### src/rtl/solar_adc_spi_reader.sv
// solar_adc_spi_reader
//   SPI master (mode 0) for an external 12-bit, 4-channel ADC. Each sweep reads
//   channels 0, 1 and 2, then publishes all three results together with a
//   one-cycle sample_valid strobe. Back-to-back sweeps are separated by
//   SAMPLE_PERIOD idle cycles while enable stays high.
//
// Parameters
//   CLK_DIV        clk cycles per SCLK half-period (>= 1)
//   SAMPLE_PERIOD  idle clk cycles between sample_valid and the next sweep (>= 1)
//
// Ports
//   clk              system clock, rising edge
//   reset            asynchronous active-low reset
//   enable           run sweeps continuously while high
//   spi_miso         ADC serial data out
//   spi_sclk         SPI clock, idles low
//   spi_cs_n         ADC chip select, active low
//   spi_mosi         command bit to the ADC
//   voltage_out      channel 0 result
//   current_out      channel 1 result
//   temperature_out  channel 2 result
//   sample_valid     one-cycle pulse when all three results update
//   busy             high from sweep start through the sample_valid cycle
module solar_adc_spi_reader #(
    parameter int unsigned CLK_DIV       = 4,
    parameter int unsigned SAMPLE_PERIOD = 1000
) (
    input  logic        clk,
    input  logic        reset,
    input  logic        enable,
    input  logic        spi_miso,
    output logic        spi_sclk,
    output logic        spi_cs_n,
    output logic        spi_mosi,
    output logic [11:0] voltage_out,
    output logic [11:0] current_out,
    output logic [11:0] temperature_out,
    output logic        sample_valid,
    output logic        busy
);

    // One shared down-the-phase counter covers setup, half-bit, gap and wait.
    localparam int unsigned CNT_MAX = (SAMPLE_PERIOD > 2 * CLK_DIV) ? SAMPLE_PERIOD : 2 * CLK_DIV;
    localparam int unsigned CW      = $clog2(CNT_MAX);

    localparam logic [CW-1:0] DIV_LAST  = CW'(CLK_DIV - 1);
    localparam logic [CW-1:0] GAP_LAST  = CW'(2 * CLK_DIV - 1);
    localparam logic [CW-1:0] WAIT_LAST = CW'(SAMPLE_PERIOD - 1);

    typedef enum logic [2:0] {
        S_IDLE,
        S_CS_SETUP,
        S_SHIFT,
        S_GAP,
        S_UPDATE,
        S_WAIT
    } state_t;

    state_t        state_q, state_d;
    logic [CW-1:0] cnt_q, cnt_d;
    logic [3:0]    bit_q, bit_d;
    logic          sclk_q, sclk_d;
    logic [1:0]    chan_q, chan_d;
    logic [15:0]   tx_q, tx_d;
    logic [11:0]   rx_q, rx_d;
    logic [11:0]   hold_q [3];
    logic [11:0]   hold_d [3];
    logic [11:0]   volt_q, volt_d;
    logic [11:0]   curr_q, curr_d;
    logic [11:0]   temp_q, temp_d;

    // Start bit, single-ended bit, channel, then twelve don't-care zeros.
    function automatic logic [15:0] cmd_frame(input logic [1:0] ch);
        return {2'b11, ch, 12'h000};
    endfunction

    always_ff @(posedge clk or negedge reset) begin
        if (!reset) begin
            state_q <= S_IDLE;
            cnt_q   <= '0;
            bit_q   <= '0;
            sclk_q  <= 1'b0;
            chan_q  <= '0;
            tx_q    <= '0;
            rx_q    <= '0;
            hold_q  <= '{default: '0};
            volt_q  <= '0;
            curr_q  <= '0;
            temp_q  <= '0;
        end else begin
            state_q <= state_d;
            cnt_q   <= cnt_d;
            bit_q   <= bit_d;
            sclk_q  <= sclk_d;
            chan_q  <= chan_d;
            tx_q    <= tx_d;
            rx_q    <= rx_d;
            hold_q  <= hold_d;
            volt_q  <= volt_d;
            curr_q  <= curr_d;
            temp_q  <= temp_d;
        end
    end

    always_comb begin
        state_d = state_q;
        cnt_d   = cnt_q + CW'(1);
        bit_d   = bit_q;
        sclk_d  = sclk_q;
        chan_d  = chan_q;
        tx_d    = tx_q;
        rx_d    = rx_q;
        hold_d  = hold_q;
        volt_d  = volt_q;
        curr_d  = curr_q;
        temp_d  = temp_q;

        case (state_q)
            S_IDLE: begin
                cnt_d = '0;
                if (enable) begin
                    state_d = S_CS_SETUP;
                    chan_d  = 2'd0;
                    tx_d    = cmd_frame(2'd0);
                end
            end

            S_CS_SETUP: begin
                if (cnt_q == DIV_LAST) begin
                    state_d = S_SHIFT;
                    cnt_d   = '0;
                    sclk_d  = 1'b1;
                    bit_d   = '0;
                end
            end

            S_SHIFT: begin
                if (cnt_q == DIV_LAST) begin
                    cnt_d = '0;
                    if (sclk_q) begin
                        // Falling SCLK edge: advance MOSI and sample MISO together.
                        // rx_q is only 12 bits wide, so the 4 leading null bits
                        // fall off the top by the end of the frame.
                        sclk_d = 1'b0;
                        tx_d   = {tx_q[14:0], 1'b0};
                        rx_d   = {rx_q[10:0], spi_miso};
                    end else if (bit_q == 4'd15) begin
                        state_d        = S_GAP;
                        hold_d[chan_q] = rx_q;
                    end else begin
                        sclk_d = 1'b1;
                        bit_d  = bit_q + 4'd1;
                    end
                end
            end

            S_GAP: begin
                if (cnt_q == GAP_LAST) begin
                    cnt_d = '0;
                    if (chan_q == 2'd2) begin
                        // Loaded here so the new words appear in the UPDATE cycle.
                        state_d = S_UPDATE;
                        volt_d  = hold_q[0];
                        curr_d  = hold_q[1];
                        temp_d  = hold_q[2];
                    end else begin
                        state_d = S_CS_SETUP;
                        chan_d  = chan_q + 2'd1;
                        tx_d    = cmd_frame(chan_q + 2'd1);
                    end
                end
            end

            S_UPDATE: begin
                state_d = S_WAIT;
                cnt_d   = '0;
            end

            S_WAIT: begin
                if (cnt_q == WAIT_LAST) begin
                    cnt_d = '0;
                    if (enable) begin
                        state_d = S_CS_SETUP;
                        chan_d  = 2'd0;
                        tx_d    = cmd_frame(2'd0);
                    end else begin
                        state_d = S_IDLE;
                    end
                end
            end

            default: state_d = S_IDLE;
        endcase
    end

    assign spi_cs_n        = !(state_q == S_CS_SETUP || state_q == S_SHIFT);
    assign spi_sclk        = sclk_q;
    assign spi_mosi        = spi_cs_n ? 1'b0 : tx_q[15];
    assign sample_valid    = (state_q == S_UPDATE);
    assign busy            = (state_q == S_CS_SETUP) || (state_q == S_SHIFT) ||
                             (state_q == S_GAP) || (state_q == S_UPDATE);
    assign voltage_out     = volt_q;
    assign current_out     = curr_q;
    assign temperature_out = temp_q;

endmodule
### config.mk
export PLATFORM = sky130hd
export DESIGN_NAME = solar_adc_spi_reader
export DESIGN_NICKNAME = d
export VERILOG_FILES = /design/src/rtl/solar_adc_spi_reader.sv
export SDC_FILE = /design/constraint.sdc
export NUM_CORES = 1
export LEC_CHECK = 0
export ABC_CLOCK_PERIOD_IN_PS = 3200
export BUFFER_PORTS_ARGS = -buffer_cell sky130_fd_sc_hd__buf_4
export CORE_MARGIN = 2
export CORE_UTILIZATION = 45
export CTS_BUF_LIST = sky130_fd_sc_hd__clkbuf_16
export CTS_CLUSTER_DIAMETER = 50
export DETAILED_ROUTE_END_ITERATION = 16
export GPL_ROUTABILITY_DRIVEN = 0
export PLACE_DENSITY = 0.73
export SYNTH_ARGS = -nofsm -noshare
export SYNTH_HDL_FRONTEND = slang
export SYNTH_SLANG_ARGS = --single-unit
### constraint.sdc
create_clock -name clk -period 3.2 [get_ports clk]
set_input_delay 0.16 -clock clk [delete_from_list [all_inputs] [get_ports clk]]
set_output_delay 0.16 -clock clk [all_outputs]
set_load 0.005 [all_outputs]
==> impl_results.md, run 1 <==
* Sequential share of the synthesized area at 57.7%
* # resized after CTS at 0
* Largest net degree at the start of global routing at 58
* RSZ-0062 raised after global routing: false
* FILL cells at 881
* Min cycle time layout at 2850 ps
* Run status: complete, no violations
* Setup ws final at around 350 ps
* Max-slew violations at 0
* Hold slack at 60.0 ps
* Worst-skew pair later-pin latency at approximately 350 ps
* Hold Path Class: primary input to flip-flop
* Core footprint at 10200 sq um
* IO Count at 45
* R2r setup slk at between 300 and 400 ps
* CP Data Arrival Time at 3070 ps
* Power density over cell area at 609 nW/um^2
* CTS clk-pin slew, worst paths at around 70 ps
* Overall power at ~3.3 mW
* Post-synth top cells: dfrtp_1 (108), mux2_2 (59), mux2_4 (30)
* Share of cells above drive strength 1 at 42.4%
* Drt first-iter violations at 80
* Hold Startpoint: spi_miso
* Max clock buf depth at 2
* Final wirelength at 8110 um
* Residual DRC at 0
* Worst setup path startpoint: cnt_q[4]$_DFF_PN0_
* Die footprint at around 11000 sq um
* Vias in the first global route at 2758
* Post-Syn Nets at 344
* Die Span Y at around 110 um
* RR Endpoint: hold_q[7]$_DFFE_PN0P_
* CP Capture Type: flip-flop
* Core Util, Final at 53.1%
* Sink Count at 108
* CP Max Fanout at 12
* CP endpoint: hold_q[7]$_DFFE_PN0P_
* Critical Path Start Type: flip-flop
* Post-DP HPWL at 5490 um
* CTS tree: yes
* Rel. slew slack at a little over half
* R2R depth at 5
* Yosys warns at 0
* Largest cells by area after synthesis: dfrtp_1 (58%), mux2_2 (14%), mux2_4 (9.6%), nor2_1 (1.8%), ha_1 (1.3%)
* EDFF count, synth at 0
* DIE WIDTH at between 100 and 150 um
* Pre-CTS setup slack at between 300 and 400 ps
* Most common cell in the netlist: dfrtp_1
* GRT Overall Usage at 15.9%
* Data required time of the worst path at 3430 ps
* Area leader, netlist: dfrtp_1
* Crit path kind: flip-flop to flip-flop
* Worst vdd ir at 0.371 mV
* Worst Skew at 6.85 ps
* Routed Antenna Nets at 0
* Final Hold Fails at 0
* Total CTS buffers at 9
* Layout area overhead at 15.9%
* Top FF cell, synth: dfrtp_1
* DR pass1 iterations at 4
* Fin nets at 388
* Htree depth at 3
* FMAX at 351 MHz
* Ant. Diodes at 0
* Worst-Margin Slew at 693 ps
* Global-route wire length before repair at ~14000 um
* Initial antenna violation count at 0
* Total of max-cap violations at 0
* Fin crit share at 89.0%
* P_leak at 2.81 nW
* Buffers added on ports at 44
* Footprint of the multi-input gates at 1870 sq um
* Starting Density at 45.8%
* Congestion Overflow GR at 0
* Root Driver: clkbuf_16
* Via count at between 2000 and 3000
* Avg WL per Cell at 15.6 um
* Worst r2r src: cnt_q[4]$_DFF_PN0_
* Num rows at 37
* Synthesized cell area at 4690 sq um
* Top-area cell type share of the netlist area at 57.7%
* Synth Register Bits at approximately 110
* Final setup viols at 0
* Asr flop ratio synth at between 90% and 100%
* Fin Setup TNS at 0 ps
* Register area at 2700 sq um
* Syn avg cell area at roughly 14 sq um
* Vias per cell at 5.14
* Unique masters post-synth at 43
* Cells after Synth at 335
-- repair_timing --
item                                    4_1_cts  5_1_grt
endpoints found under the setup margin        0        0
buffers inserted                              0        0
hold buffers                                  1        0
endpoints found under the hold margin        55        0
-- stage by stage --
stage,instances,instance area [sq um]
after CTS,520,5430
after global placement,503,5130
after detailed placement,503,5130
after floorplan,335,4690
final,520,5430
after global routing,520,5430
-- cells by family (layout without fill, tap and decap cells) --
logic type               Yosys count  in the layout  synth area share [%]
buffers and inverters             24             73                  2.46
XOR/XNOR                          10             10                  1.87
AND/OR/NAND/NOR                   76             76                  9.13
multiplexers                      92             92                  24.4
flip-flops                       108            108                  57.7
adder cells (fa/ha/maj)            5              5                  1.34
AO/OA/AOI/OAI                     20             20                  3.10
-- cell type report --
cell class                 instances  area share [%]
clock inverter                     7            1.17
tap                              136            3.13
clock buffer                       9            4.15
timing repair buffer              49            6.82
sequential                       108            49.7
inverter                           8           0.553
multi-input combinational        203            34.4
-- critical path: stages (launching register included) --
cell and delay, ps:
dfrtp_1 440, or4_4 560, or4b_1 590, nor4_4 380
nand2_2 360, mux2_4 400
-- layer usage --
layer / share of wire [%] / vias up / global-route usage (%) / wire (um)
met5: 0 / - / 0 / 0
li1: - / 1259 / - / -
met4: 1.5 / 0 / 5.64 / 119
met3: 3.5 / 12 / 3.37 / 282
met1: 49 / 1349 / 22.7 / 3960
met2: 46 / 52 / 24.1 / 3750
-- power by group --
group          internal (mW)  switching, mW
clock network          0.540          0.523
registers               1.46          0.135
logic                  0.300          0.348
-- sequential cells by signal, indices dropped and copies added, names as in the netlist --
signal / flops
spi_sclk: 1
state_q: 3
temperature_out: 12
bit_q: 4
chan_q: 2
cnt_q: 10
voltage_out: 12
rx_q: 12
current_out: 12
tx_q: 4
hold_q: 36
-- placed cells by master (no fill, tap or decap), drive strengths merged, types with 2 or more instances in the layout --
cell type  instances
xnor2              6
a2111o             2
buf               48
dfrtp            108
inv                9
nor2              22
mux2              89
xor2               4
clkinv             4
and2               4
nand3              8
or3                2
ha                 5
mux2i              3
nand2             12
nor3b              2
clkbuf             9
nor2b              5
nor4               4
nor3               3
o21ai              8
nand2b             3
a21oi              2
nand3b             2
and3               3
clkinvlp           2
-- worst min path at each step --
| stage | endpoint | slack [ps] | cells after the start |
|---|---|---|---|
| 2_1_floorplan | bit_q[0]$_DFFE_PN0P_ | -140 | 0 |
| 3_3_place_gp | voltage_out[10]$_DFFE_PN0P_ | 240 | 1 |
| 3_5_place_dp | temperature_out[10]$_DFFE_PN0P_ | 250 | 1 |
| 4_1_cts | rx_q[0]$_DFFE_PN0P_ | 50 | 2 |
| 5_1_grt | rx_q[0]$_DFFE_PN0P_ | 50 | 2 |
| 6_report | rx_q[0]$_DFFE_PN0P_ | 60 | 2 |
No activity file was read; power rests on OpenSTA's default activity.
==> inputs of run 2 (changes only) <==
Settings changed: ABC_AREA from default to 1.
==> impl_results.md, run 2 <==
* Max-slew violations at 0
* Postcts setup bufs at 0
* Met2 WL at 4150 um
* Largest net degree at the start of global routing at 73
* Crit path kind: flip-flop to flip-flop
* Rel. slew slack at 42.2%
* Sequential share of the synthesized area at between 50% and 60%
* Share of cells above drive strength 1 at between 20% and 30%
* Asr flop ratio synth at 100%
* CTS clk-pin slew, worst paths at 80 ps
* Die footprint at 11500 sq um
* Num rows at 37
* Yosys warns at 0
* Unique masters post-synth at 29
* Hold slack at between 80 and 90 ps
* Synth Register Bits at 108
* Met3 routed WL at 318 um
* CP Capture Type: flip-flop
* Root Driver: clkbuf_16
* Drt first-iter violations at 188
* Cells after Synth at between 500 and 600
* Metal-1 WL at 4090 um
* DIE WIDTH at 107 um
* Avg WL per Cell at between 10 and 15 um
* Fin Setup TNS at 0 ps
* Worst vdd ir at 0.291 mV
* Power density over cell area at ~460 nW/um^2
* Max reg flops at 36
* Global-route wire length before repair at approximately 15000 um
* Final Non-Filler Cells at 694
* Worst r2r src: cnt_q[0]$_DFF_PN0_
* # resized after CTS at 0
* Critical Path Start Type: flip-flop
* P_leak at 2.49 nW
* Layout area overhead at 14.3%
* Top Metal Used: met4
* Setup ws final at 1020 ps
* Post-DP HPWL at 5940 um
* Initial antenna violation count at 0
* Syn avg cell area at 9.35 sq um
* Data required time of the worst path at 3400 ps
* Top FF cell, synth: dfrtp_1
* Fin nets at ~560
* Vias in the first global route at 3261
* Hold Path Class: primary input to flip-flop
* Final wirelength at 8730 um
* Post-synth top cells: nand2_1 (129), dfrtp_1 (108), inv_1 (66)
* Via count at 3373
* CTS Hold Bufs at 1
* CP endpoint: voltage_out[8]$_DFFE_PN0P_
* Run status: complete, no violations
* EDFF count, synth at 0
* RR Endpoint: voltage_out[8]$_DFFE_PN0P_
* Synthesized cell area at about 4800 sq um
* R2r setup slk at 1020 ps
* Top-area cell type share of the netlist area at 56.4%
* Max clock buf depth at 2
* Fin crit share at about two thirds
* Pre-CTS setup slack at approximately 1000 ps
* Total of max-cap violations at 0
* CP Max Fanout at 72
* CP Data Arrival Time at ~2400 ps
* Ant. Diodes at 0
* Buffers added on ports at 44
* Worst-Margin Slew at 867 ps
* CTS tree: yes
* DP Area at 5160 sq um
* Worst Skew at approximately 7.4 ps
* Most common cell in the netlist: nand2_1
* Worst setup path startpoint: cnt_q[0]$_DFF_PN0_
* Final Hold Fails at 0
* Htree depth at 3
* Placed cells at 677
* Routed Antenna Nets at 0
* Sink Count at 108
* Overall power at 2.51 mW
* Final Cell Area at around 5500 sq um
* Starting Density at 46.4%
* Die Span Y at 107 um
* FMAX at about 460 MHz
* Largest cells by area after synthesis: dfrtp_1 (56%), nand2_1 (10%), o21ai_2 (6.6%), inv_1 (5.2%), o21ai_0 (4.6%)
* Reg with most FFs: hold_q
* GRT Overall Usage at 16.7%
* Min cycle time layout at 2180 ps
* Worst-skew pair later-pin latency at 350 ps
* Area leader, netlist: dfrtp_1
* Commonest cells after routing, fill and taps aside: nand2_1 (129), dfrtp_1 (108), inv_1 (66), buf_4 (45), o21ai_0 (44)
* IO Count at 45
* Post-Syn Nets at 521
* Residual DRC at 0
* Core Util, Final at 53.0%
* RSZ-0062 raised after global routing: false
* Total CTS buffers at 9
* Core footprint at 10300 sq um
* Final setup viols at 0
* Vias per cell at 4.86
* Congestion Overflow GR at 0
* Commonest non-fill, non-tap cell in the layout: nand2_1
* R2R depth at 8
* DR pass1 iterations at 4
[run 2: power breakdown]
group | internal (mW) | leakage, nW | switching, mW | total, mW
Combinational | 0.00687 | 0.854 | 0.0294 | 0.0363
Clock | 0.559 | 0.149 | 0.546 | 1.11
Sequential | 1.36 | 1.49 | 0.000178 | 1.36
Total | 1.93 | 2.49 | 0.576 | 2.51
[run 2: layout make-up]
cell class | instances | area [sq um]
Sequential cell | 108 | 2700
Clock inverter | 7 | 76.3
Tap cell | 136 | 170
Clock buffer | 9 | 225
Multi-Input combinational cell | 317 | 1670
Inverter | 70 | 264
Fill cell | 919 | 4850
Timing Repair Buffer | 47 | 368
[run 2: worst max-delay path, stage by stage (launching register included)]
cell     delay (ps)
dfrtp_1         390
ha_1            250
nand2_2          80
nor2_2          100
inv_1            50
or3_2           460
buf_4           370
nand2_1         190
o21ai_2          80
[run 2: routing by layer]
metal	vias to the layer above	GRT usage, %
met5	-	0
met2	63	27.4
met4	0	6.22
met1	1578	22.3
met3	15	2.98
li1	1717	-
[run 2: worst min path at each step]
stage             start                          to  cells after the start
2_1_floorplan     reset        bit_q[0]$_DFFE_PN0P_                      0
3_3_place_gp      reset  current_out[0]$_DFFE_PN0P_                      1
3_5_place_dp      reset  current_out[2]$_DFFE_PN0P_                      1
4_1_cts        spi_miso         rx_q[0]$_DFFE_PN0P_                      3
5_1_grt        spi_miso         rx_q[0]$_DFFE_PN0P_                      3
6_report       spi_miso         rx_q[0]$_DFFE_PN0P_                      3
[run 2: cells by family (layout without fill, tap and decap cells)]
group,count (synthesis),in the layout,synth area share (%)
compound gates,109,109,14.4
xor+xnor,7,7,1.28
fa+ha+maj,5,5,1.31
buf+inv,87,133,8.75
flops,108,108,56.4
simple gates,196,196,17.8
==> inputs of run 3 (changes only) <==
Settings changed: ABC_AREA 1 to 0, ABC_CLOCK_PERIOD_IN_PS 3200 to 2300.
Clock period 3.2 ns to 2.3 ns, I/O delays scaled along.
==> impl_results.md, run 3 (synthesis gave the netlist of run 1 again) <==
* Layout area overhead at 22.3%
* Share of cells above drive strength 1 at 46.9%
* Initial antenna violation count at 0
* Min cycle time layout at around 2500 ps
* Buffers added on ports at 44
* Buffers & Inverters on Critical Path at 1
* Via count at 2769
* Root Driver: clkbuf_16
* Final setup viols at 55
* Commonest non-fill, non-tap cell in the layout: dfrtp_1
* Worst path slowest cell: or4_4
* Hold Path Class: primary input to flip-flop
* Congestion Overflow GR at 0
* Overall power at 4.81 mW
* Worst-Margin Slew at 747 ps
* Residual DRC at 0
* Ant. Diodes at 0
* Die Span Y at 106 um
* Max-slew violations at 0
* Worst setup path startpoint: cnt_q[7]$_DFF_PN0_
* Commonest cells after routing, fill and taps aside: dfrtp_1 (108), buf_4 (62), mux2_2 (57), mux2_4 (32), nor2_1 (22)
* P_leak at 2.98 nW
* CTS clk-pin slew, worst paths at 70 ps
* Core Util, Final at 56.0%
* Routed Antenna Nets at 0
* Power density over cell area at 839 nW/um^2
* Final Non-Filler Cells at 543
* Total of max-cap violations at 0
* Reg with most FFs: hold_q
* Sw Ratio at 30.1%
* Worst vdd ir at 0.703 mV
* DR pass1 iterations at 4
* Crit-path cells: or4_4 -> or4b_4 -> buf_6 -> or3_4 -> mux2_2
* Fin Setup TNS at -6480 ps
* Final Cell Area at ~5700 sq um
* DIE WIDTH at 106 um
* Final Hold Fails at 0
* FMAX at 408 MHz
* Fin nets at 411
* CP Capture Type: flip-flop
* Htree depth at 3
* Sink Count at 108
* IO Count at 45
* Total CTS buffers at 9
* Avg WL per Cell at 15.3 um
* DP Area at 5360 sq um
* CTS tree: yes
* Flop pwr share at around 45%
* CP delay by family, top: simple AND/OR/NAND/NOR gates
* Crit path kind: flip-flop to flip-flop
* Global-route wire length before repair at 14000 um
* Vias in the first global route at 2766
* Register area at 2700 sq um
* Hold slack at 21.2 ps
* Post-DP HPWL at 5670 um
* Placed cells at 524
* Combinational Power Share at 25.3%
* Psw at approximately 1.4 mW
* Internal power at 3.36 mW
* Worst r2r src: cnt_q[7]$_DFF_PN0_
* Critical Path Start Type: flip-flop
* Setup ws final at -151 ps
* Worst stage delay on the critical path at about 540 ps
* GRT Overall Usage at 15.7%
* FILL cells at 842
* Rel. slew slack at 50.2%
* Max reg flops at 36
* Largest net degree at the start of global routing at 59
* Fin crit share at 107%
* Footprint of the multi-input gates at 1930 sq um
* CP Max Fanout at 6
* Clock power frac at 30.2%
* Num rows at 37
* Worst-skew pair later-pin latency at 340 ps
* Die footprint at 11200 sq um
* RSZ-0062 raised after global routing: true
* Pre-CTS setup slack at -237 ps
* Final wirelength at 8300 um
* CP Data Arrival Time at 2670 ps
* Data required time of the worst path at about 2500 ps
* Max clock buf depth at 2
* Run status: finished, violations left
* Drt first-iter violations at between 60 and 70
* Starting Density at a little under half
* Core footprint at 10200 sq um
* Failing checks: negative setup slack
* Vias per cell at between 5 and 6
* Worst Skew at 10.1 ps
* Hold Startpoint: spi_miso
[run 3: cell count changes in the layout (fill, tap and decap cells not counted), sizes merged, moves of 5 or more]
cell / delta
nor2: -5
nand3: -14
nand2: -120
buf: +24
nor2b: +5
mux2: +89
a21oi: -10
o21ai: -86
inv: -63
[run 3: worst paths after layout]
check / end / slack [ps] / cells past startpoint
worst max-delay path: rx_q[5]$_DFFE_PN0P_ / -150 / 5
worst min-delay path: rx_q[0]$_DFFE_PN0P_ / 20 / 2
worst max register to register: rx_q[5]$_DFFE_PN0P_ / -150 / 5
worst min register to register: hold_q[14]$_DFFE_PN0P_ / 510 / 1
max in group asynchronous: hold_q[27]$_DFFE_PN0P_ / 1290 / 3
min in group asynchronous: voltage_out[10]$_DFFE_PN0P_ / 370 / 2
[run 3: final cells by class]
class / count / share of cell area, %
clock buffers: 9 / 3.93
clock inverters: 7 / 1.05
inverters: 8 / 0.524
multi-input cells: 204 / 33.7
flip-flops and latches: 108 / 47.2
well taps: 136 / 2.97
repair buffers: 71 / 10.6
[run 3: layer usage]
| layer | up-vias | track usage [%] | wire length, um |
|---|---|---|---|
| met5 | - | 0 | 0 |
| met4 | 0 | 4.23 | 56 |
| met3 | 5 | 3.13 | 224 |
| met2 | 38 | 25.7 | 4030 |
| met1 | 1410 | 21.5 | 3990 |
| li1 | 1316 | - | - |
[run 3: power by group through the flow]
stage | clock network (mW) | logic [mW] | registers (mW)
after global placement | 0 | 1.08 | 2.17
final | 1.45 | 1.22 | 2.14
after global routing | 1.57 | 1.35 | 2.16
after detailed placement | 0 | 1.10 | 2.17
after floorplan | 0 | 0.722 | 2.16
after CTS | 1.49 | 1.20 | 2.14
[run 3: what timing repair did]
action                                  in CTS  in global routing
setup buffers                                1                  0
hold endpoints to repair                    56                  0
hold buffers                                 1                  0
resized for setup                            8                  7
pin swaps                                    4                  2
endpoints found under the setup margin      57                105
cloned                                       1                  0
